**config.mk**
```make
export PLATFORM = sky130hd
export DESIGN_NAME = bit_serial_subtractor_flat
export DESIGN_NICKNAME = d
export VERILOG_FILES = /design/src/rtl/bit_serial_subtractor_if.sv /design/src/rtl/bit_serial_subtractor.sv /design/src/flat_wrapper.sv
export SDC_FILE = /design/constraint.sdc
export NUM_CORES = 1
export LEC_CHECK = 0
export ABC_AREA = 1
export BUFFER_PORTS_ARGS = -buffer_cell sky130_fd_sc_hd__buf_4
export CORE_MARGIN = 5
export CORE_UTILIZATION = 35
export CTS_BUF_LIST = sky130_fd_sc_hd__clkbuf_4
export DETAILED_ROUTE_END_ITERATION = 8
export HOLD_SLACK_MARGIN = 0.02
export MAX_ROUTING_LAYER = met4
export PLACE_DENSITY_LB_ADDON = 0.2
export SETUP_SLACK_MARGIN = 0.4
export SLEW_MARGIN = 10
export SYNTH_ARGS = -nofsm -noshare
export SYNTH_HDL_FRONTEND = slang
export SYNTH_SLANG_ARGS = --single-unit
```
**constraint.sdc**
```tcl
create_clock -name i_clk -period 2.3 [get_ports i_clk]
set_input_delay 0.46 -clock i_clk [delete_from_list [all_inputs] [get_ports i_clk]]
set_output_delay 0.46 -clock i_clk [all_outputs]
set_load 0.1 [all_outputs]
```
**src/rtl/bit_serial_subtractor_if.sv**
```systemverilog
// Handshake and operand/result bundle for bit_serial_subtractor.
// master drives the request, slave returns status and result.
interface bit_serial_subtractor_if #(
  parameter int WIDTH = 8
);
  logic             start;
  logic [WIDTH-1:0] a;
  logic [WIDTH-1:0] b;
  logic             bin;
  logic             busy;
  logic             done;
  logic [WIDTH-1:0] diff;
  logic             bout;
  logic             ovf;

  modport master (
    output start, a, b, bin,
    input  busy, done, diff, bout, ovf
  );

  modport slave (
    input  start, a, b, bin,
    output busy, done, diff, bout, ovf
  );
endinterface

```
**src/rtl/bit_serial_subtractor.sv**
```systemverilog
// Serial a - b - bin, one bit per clock, LSB first, via one full_subtractor.
// Optional macro BIT_SERIAL_SUB_OVF_EN enables the signed overflow flag.
module full_subtractor (
  input  logic i_a,
  input  logic i_b,
  input  logic i_bin,
  output logic o_d,
  output logic o_bout
);
  assign o_d    = i_a ^ i_b ^ i_bin;
  assign o_bout = (~i_a & i_b) | (~(i_a ^ i_b) & i_bin);
endmodule

module bit_serial_subtractor #(
  parameter int WIDTH = 8
) (
  input  logic                    i_clk,
  input  logic                    i_rst,
  bit_serial_subtractor_if.slave  bus
);
  localparam int CW = $clog2(WIDTH);

  typedef enum logic [1:0] {
    S_IDLE = 2'd0,
    S_RUN  = 2'd1,
    S_DONE = 2'd2
  } state_t;

  state_t           r_state;
  state_t           w_next;
  logic [WIDTH-1:0] r_a_sr;
  logic [WIDTH-1:0] r_b_sr;
  logic [WIDTH-1:0] r_res;
  logic [WIDTH-1:0] r_diff;
  logic             r_brw;
  logic             r_bout;
  logic [CW-1:0]    r_cnt;
  logic             w_d;
  logic             w_bo;
  logic             w_accept;
  logic             w_run;
  logic             w_last;
  logic             w_busy;
  logic             w_done;

  assign w_run    = (r_state == S_RUN);
  assign w_accept = bus.start && !w_run;
  assign w_last   = w_run && (r_cnt == CW'(WIDTH - 1));

  full_subtractor u_fs (
    .i_a    (r_a_sr[0]),
    .i_b    (r_b_sr[0]),
    .i_bin  (r_brw),
    .o_d    (w_d),
    .o_bout (w_bo)
  );

  always_ff @(posedge i_clk) begin
    if (i_rst) r_state <= S_IDLE;
    else       r_state <= w_next;
  end

  always_comb begin
    w_next = r_state;
    unique case (r_state)
      S_IDLE:  if (w_accept) w_next = S_RUN;
      S_RUN:   if (w_last) w_next = S_DONE;
      S_DONE:  w_next = w_accept ? S_RUN : S_IDLE;
      default: w_next = S_IDLE;
    endcase
  end

  always_comb begin
    w_busy = 1'b0;
    w_done = 1'b0;
    unique case (r_state)
      S_RUN:   w_busy = 1'b1;
      S_DONE:  w_done = 1'b1;
      default: ;
    endcase
  end

  always_ff @(posedge i_clk) begin
    if (i_rst) begin
      r_a_sr <= '0;
      r_b_sr <= '0;
      r_res  <= '0;
      r_diff <= '0;
      r_brw  <= 1'b0;
      r_bout <= 1'b0;
      r_cnt  <= '0;
    end else if (w_accept) begin
      r_a_sr <= bus.a;
      r_b_sr <= bus.b;
      r_brw  <= bus.bin;
      r_cnt  <= '0;
    end else if (w_run) begin
      r_a_sr <= {1'b0, r_a_sr[WIDTH-1:1]};
      r_b_sr <= {1'b0, r_b_sr[WIDTH-1:1]};
      r_res  <= {w_d, r_res[WIDTH-1:1]};
      r_brw  <= w_bo;
      r_cnt  <= r_cnt + 1'b1;
      // Publish only the completed word so diff never shows partials
      if (w_last) begin
        r_diff <= {w_d, r_res[WIDTH-1:1]};
        r_bout <= w_bo;
      end
    end
  end

`ifdef BIT_SERIAL_SUB_OVF_EN
  logic r_bmsb;

  always_ff @(posedge i_clk) begin
    if (i_rst)       r_bmsb <= 1'b0;
    else if (w_last) r_bmsb <= r_brw;
  end

  assign bus.ovf = r_bmsb ^ r_bout;
`else
  assign bus.ovf = 1'b0;
`endif

  assign bus.busy = w_busy;
  assign bus.done = w_done;
  assign bus.diff = r_diff;
  assign bus.bout = r_bout;
endmodule

```
**src/flat_wrapper.sv**
```systemverilog
// flat-port wrapper written by rule: the top's interface ports become plain ports
module bit_serial_subtractor_flat 
#(
  parameter int WIDTH = 8
)
  (i_clk, i_rst, bus_start, bus_a, bus_b, bus_bin, bus_busy, bus_done, bus_diff, bus_bout, bus_ovf);
  bit_serial_subtractor_if #(.WIDTH(WIDTH)) bus_i ();
  input  logic i_clk;
  input  logic i_rst;
  input wire logic [$bits(bus_i.start)-1:0] bus_start;
  input wire logic [$bits(bus_i.a)-1:0] bus_a;
  input wire logic [$bits(bus_i.b)-1:0] bus_b;
  input wire logic [$bits(bus_i.bin)-1:0] bus_bin;
  output wire logic [$bits(bus_i.busy)-1:0] bus_busy;
  output wire logic [$bits(bus_i.done)-1:0] bus_done;
  output wire logic [$bits(bus_i.diff)-1:0] bus_diff;
  output wire logic [$bits(bus_i.bout)-1:0] bus_bout;
  output wire logic [$bits(bus_i.ovf)-1:0] bus_ovf;
  assign bus_i.start = bus_start;
  assign bus_i.a = bus_a;
  assign bus_i.b = bus_b;
  assign bus_i.bin = bus_bin;
  assign bus_busy = bus_i.busy;
  assign bus_done = bus_i.done;
  assign bus_diff = bus_i.diff;
  assign bus_bout = bus_i.bout;
  assign bus_ovf = bus_i.ovf;
  bit_serial_subtractor #(.WIDTH(WIDTH)) u_core (.i_clk(i_clk), .i_rst(i_rst), .bus(bus_i));
endmodule
```
==> results.ini <==
[critical_path]
path_delay_family = flip-flops
cp_max_fo = 2
start_kind = flop
crit_type = flop to output port
worstPathRequired_ns = 1.84
endpoint_kind = output port
path_buf_inv = 2
critPathArrivalTime_ns = 1.23
crit_slowest_cell = dfxtp_1
path_cells = inv_1, nor2_2, buf_4
max_stage_delay_ns = 0.39

[power_and_ir_drop]
power_leakage_nw = 0.984
pwr-share-seq_pct = 58.0
powerDensity_nw_per_um2 = 634
switchingPower_mw = 0.341
ir_worst_vdd_mv = 0.300
power_mw = 1.23
switching_share_pct = 27.8
pwr-share-comb_pct = 14.5
clock_power_share_pct = 27.5
p_int_mw = 0.884

[clocking]
clock_latency_ns = 0.34
path_clk_slew_ns = 0.11
cts_made_buffers = 5
cts.htree.levels = 2
postCtsResizedCells = 0
ctsRootBufferMaster = clkbuf_4
ctsHoldBuffers = 0
clock_sinks = 38
cts_max_path_buffers = 2
cts_tree = yes
postCtsSetupRepairBufs = 0

[layout]
nFillCells = 499
final_common_cell = nand3_1
most-common-layout-cells = nand3_1 (53), nand2_1 (49), dfxtp_1 (38)
syn_to_final_growth_pct = 17.8
antenna_cells = 0
fin_nets = 276
stdcell_count = 308
drive_gt1_share_pct = 17.3

[synth]
yosys_warnings = 0
syn_inst = 226
syn-cell-area_um2 = 1640
synthDistinctLibCells = 19
yosys-top-cells-area = dfxtp_1 (46%), nand3_1 (16%), nand2_1 (11%), inv_1 (5.5%), nor2_1 (5.3%)
yosysSeqAreaShare_pct = 46.4
synth.top_cell.area_share_pct = 46.4
synth_nets = 249
syn_area_per_cell_um2 = 7.26
synth_seq_cells = 38
yosysTopAreaCell = dfxtp_1

[routing]
wl_um = 3430
vias = 1448
ant_nets = 0
post_drt_wl_per_cell_um = 11.1
drc_errors = 0
first_iter_violations = 65
drtPass1Iterations = 4
vias_per_cell = 4.70

[timing]
period_share_pct = 73.3
slew_headroom_pct = 66.0
finalSetupTns_ns = 0
slew_viol_final = 0
clock.fmax_mhz = 593
hold_viol_final = 0
finalSetupViolCount = 0
worst_pin_slew_ns = 0.510
finalCriticalPeriod_ns = 1.69
skew_ns = 0.0106
grt_setup_unrepaired = false

[floorplan]
die_area_um2 = 6160
die_x_um = 78.5
fp.coreArea_um2 = 4630
start_util_pct = 35.4
ios = 32
die_y_um = 78.5
num_rows = 25

[place]
hpwl_um = 2350
gp_congestion = 0.765
port_buffers = 30
place_inst = 300

[run_status]
status = finished, final reports clean

[global_routing]
grt_max_degree = 28
grt.overflow.total = 0
grt_pass1_wl_um = 5950
grt_pass1_vias = 1342
track_usage_pct = 12.4
antenna_found_initial = 0

[job]
maxCapViolCount = 0

[worst_hold_path]
hold_class = input port to flop

-- flip-flops by register name, indices dropped and copies added (netlist names) --
name,cells
u_core.r_a_sr,8
u_core.bus.bout,1
u_core.r_state,2
u_core.r_b_sr,8
u_core.bus.diff,8
u_core.r_res,7
u_core.r_cnt,3
u_core.r_brw,1
-- worst reg2reg max path, stage by stage (launching register included) --
cell	delay [ns]
dfxtp_1	0.39
inv_1	0.09
nand2_2	0.29
buf_4	0.34
nand3_1	0.13
nand3_1	0.09
nand2_1	0.05
inv_1	0.06
-- cells in the mapped netlist --
cell type / instances
buf_1: 1
nand2_2: 1
buf_2: 3
ha_1: 2
a21oi_1: 5
nand2_1: 49
nand3_1: 53
xor2_1: 1
nor2_4: 2
clkinv_1: 1
nor2_1: 23
conb_1: 1
dfxtp_1: 38
clkbuf_1: 2
buf_4: 7
o21ai_1: 1
fa_1: 1
o21ai_0: 11
inv_1: 24
-- cells by family (layout without fill, tap and decap cells) --
group / count (synthesis) / in the layout / synth area share [%]
simple gates: 128 / 128 / 34.4
flops: 38 / 38 / 46.4
buf+inv: 38 / 66 / 10.5
compound gates: 17 / 17 / 5.19
fa+ha+maj: 3 / 3 / 2.75
other cells: 1 / 1 / 0.229
xor+xnor: 1 / 1 / 0.534
-- power groups by stage --
stage                     Combinational, mW  Sequential, mW  Clock (mW)
after detailed placement              0.179           0.725           0
after floorplan                       0.137           0.721           0
after global routing                  0.200           0.714       0.389
after global placement                0.180           0.726           0
after CTS                             0.180           0.711       0.362
final                                 0.178           0.710       0.337
-- final cells by class --
class / instances / area, um^2 / area share, %
Inverter: 25 / 93.8 / 4.85
Tap cell: 54 / 67.6 / 3.50
Timing Repair Buffer: 33 / 248 / 12.8
Sequential cell: 38 / 761 / 39.4
Multi-Input combinational cell: 150 / 709 / 36.7
Clock buffer: 6 / 45.0 / 2.33
Clock inverter: 2 / 8.76 / 0.453
-- metal layers --
metal	track usage [%]	share of wire (%)	wire [um]	up-vias
met5	-	0	0	-
met4	4.72	1.5	50	0
met3	3.67	5.1	174	6
met2	19.4	43	1490	29
met1	15.1	50	1720	641
li1	-	-	-	772
-- through the flow --
| step | hold slack (ns) | util [%] | worst slack (ns) | cell area, um^2 |
|---|---|---|---|---|
| final | 0.301 | 41.8 | 0.614 | 1930 |
| after global routing | 0.281 | 41.8 | 0.531 | 1930 |
| after CTS | 0.276 | 41.8 | 0.583 | 1930 |
| after detailed placement | 0.453 | 40.6 | 0.758 | 1880 |
| after global placement | 0.458 | 40.6 | 0.761 | 1880 |
| after floorplan | 0.433 | - | 0.623 | 1640 |
-- final timing paths --
path | cells after the start | startpoint | slack (ns) | endpoint
worst max register to register | 7 | u_core.r_state[1] | 0.82 | u_core.r_b_sr[2]
worst max-delay path | 3 | u_core.r_state[1] | 0.61 | bus_done
worst min register to register | 2 | u_core.r_a_sr[7] | 0.46 | u_core.r_a_sr[7]
worst min-delay path | 2 | i_rst | 0.30 | u_core.r_a_sr[7]
(Power assumes the default switching activity.)
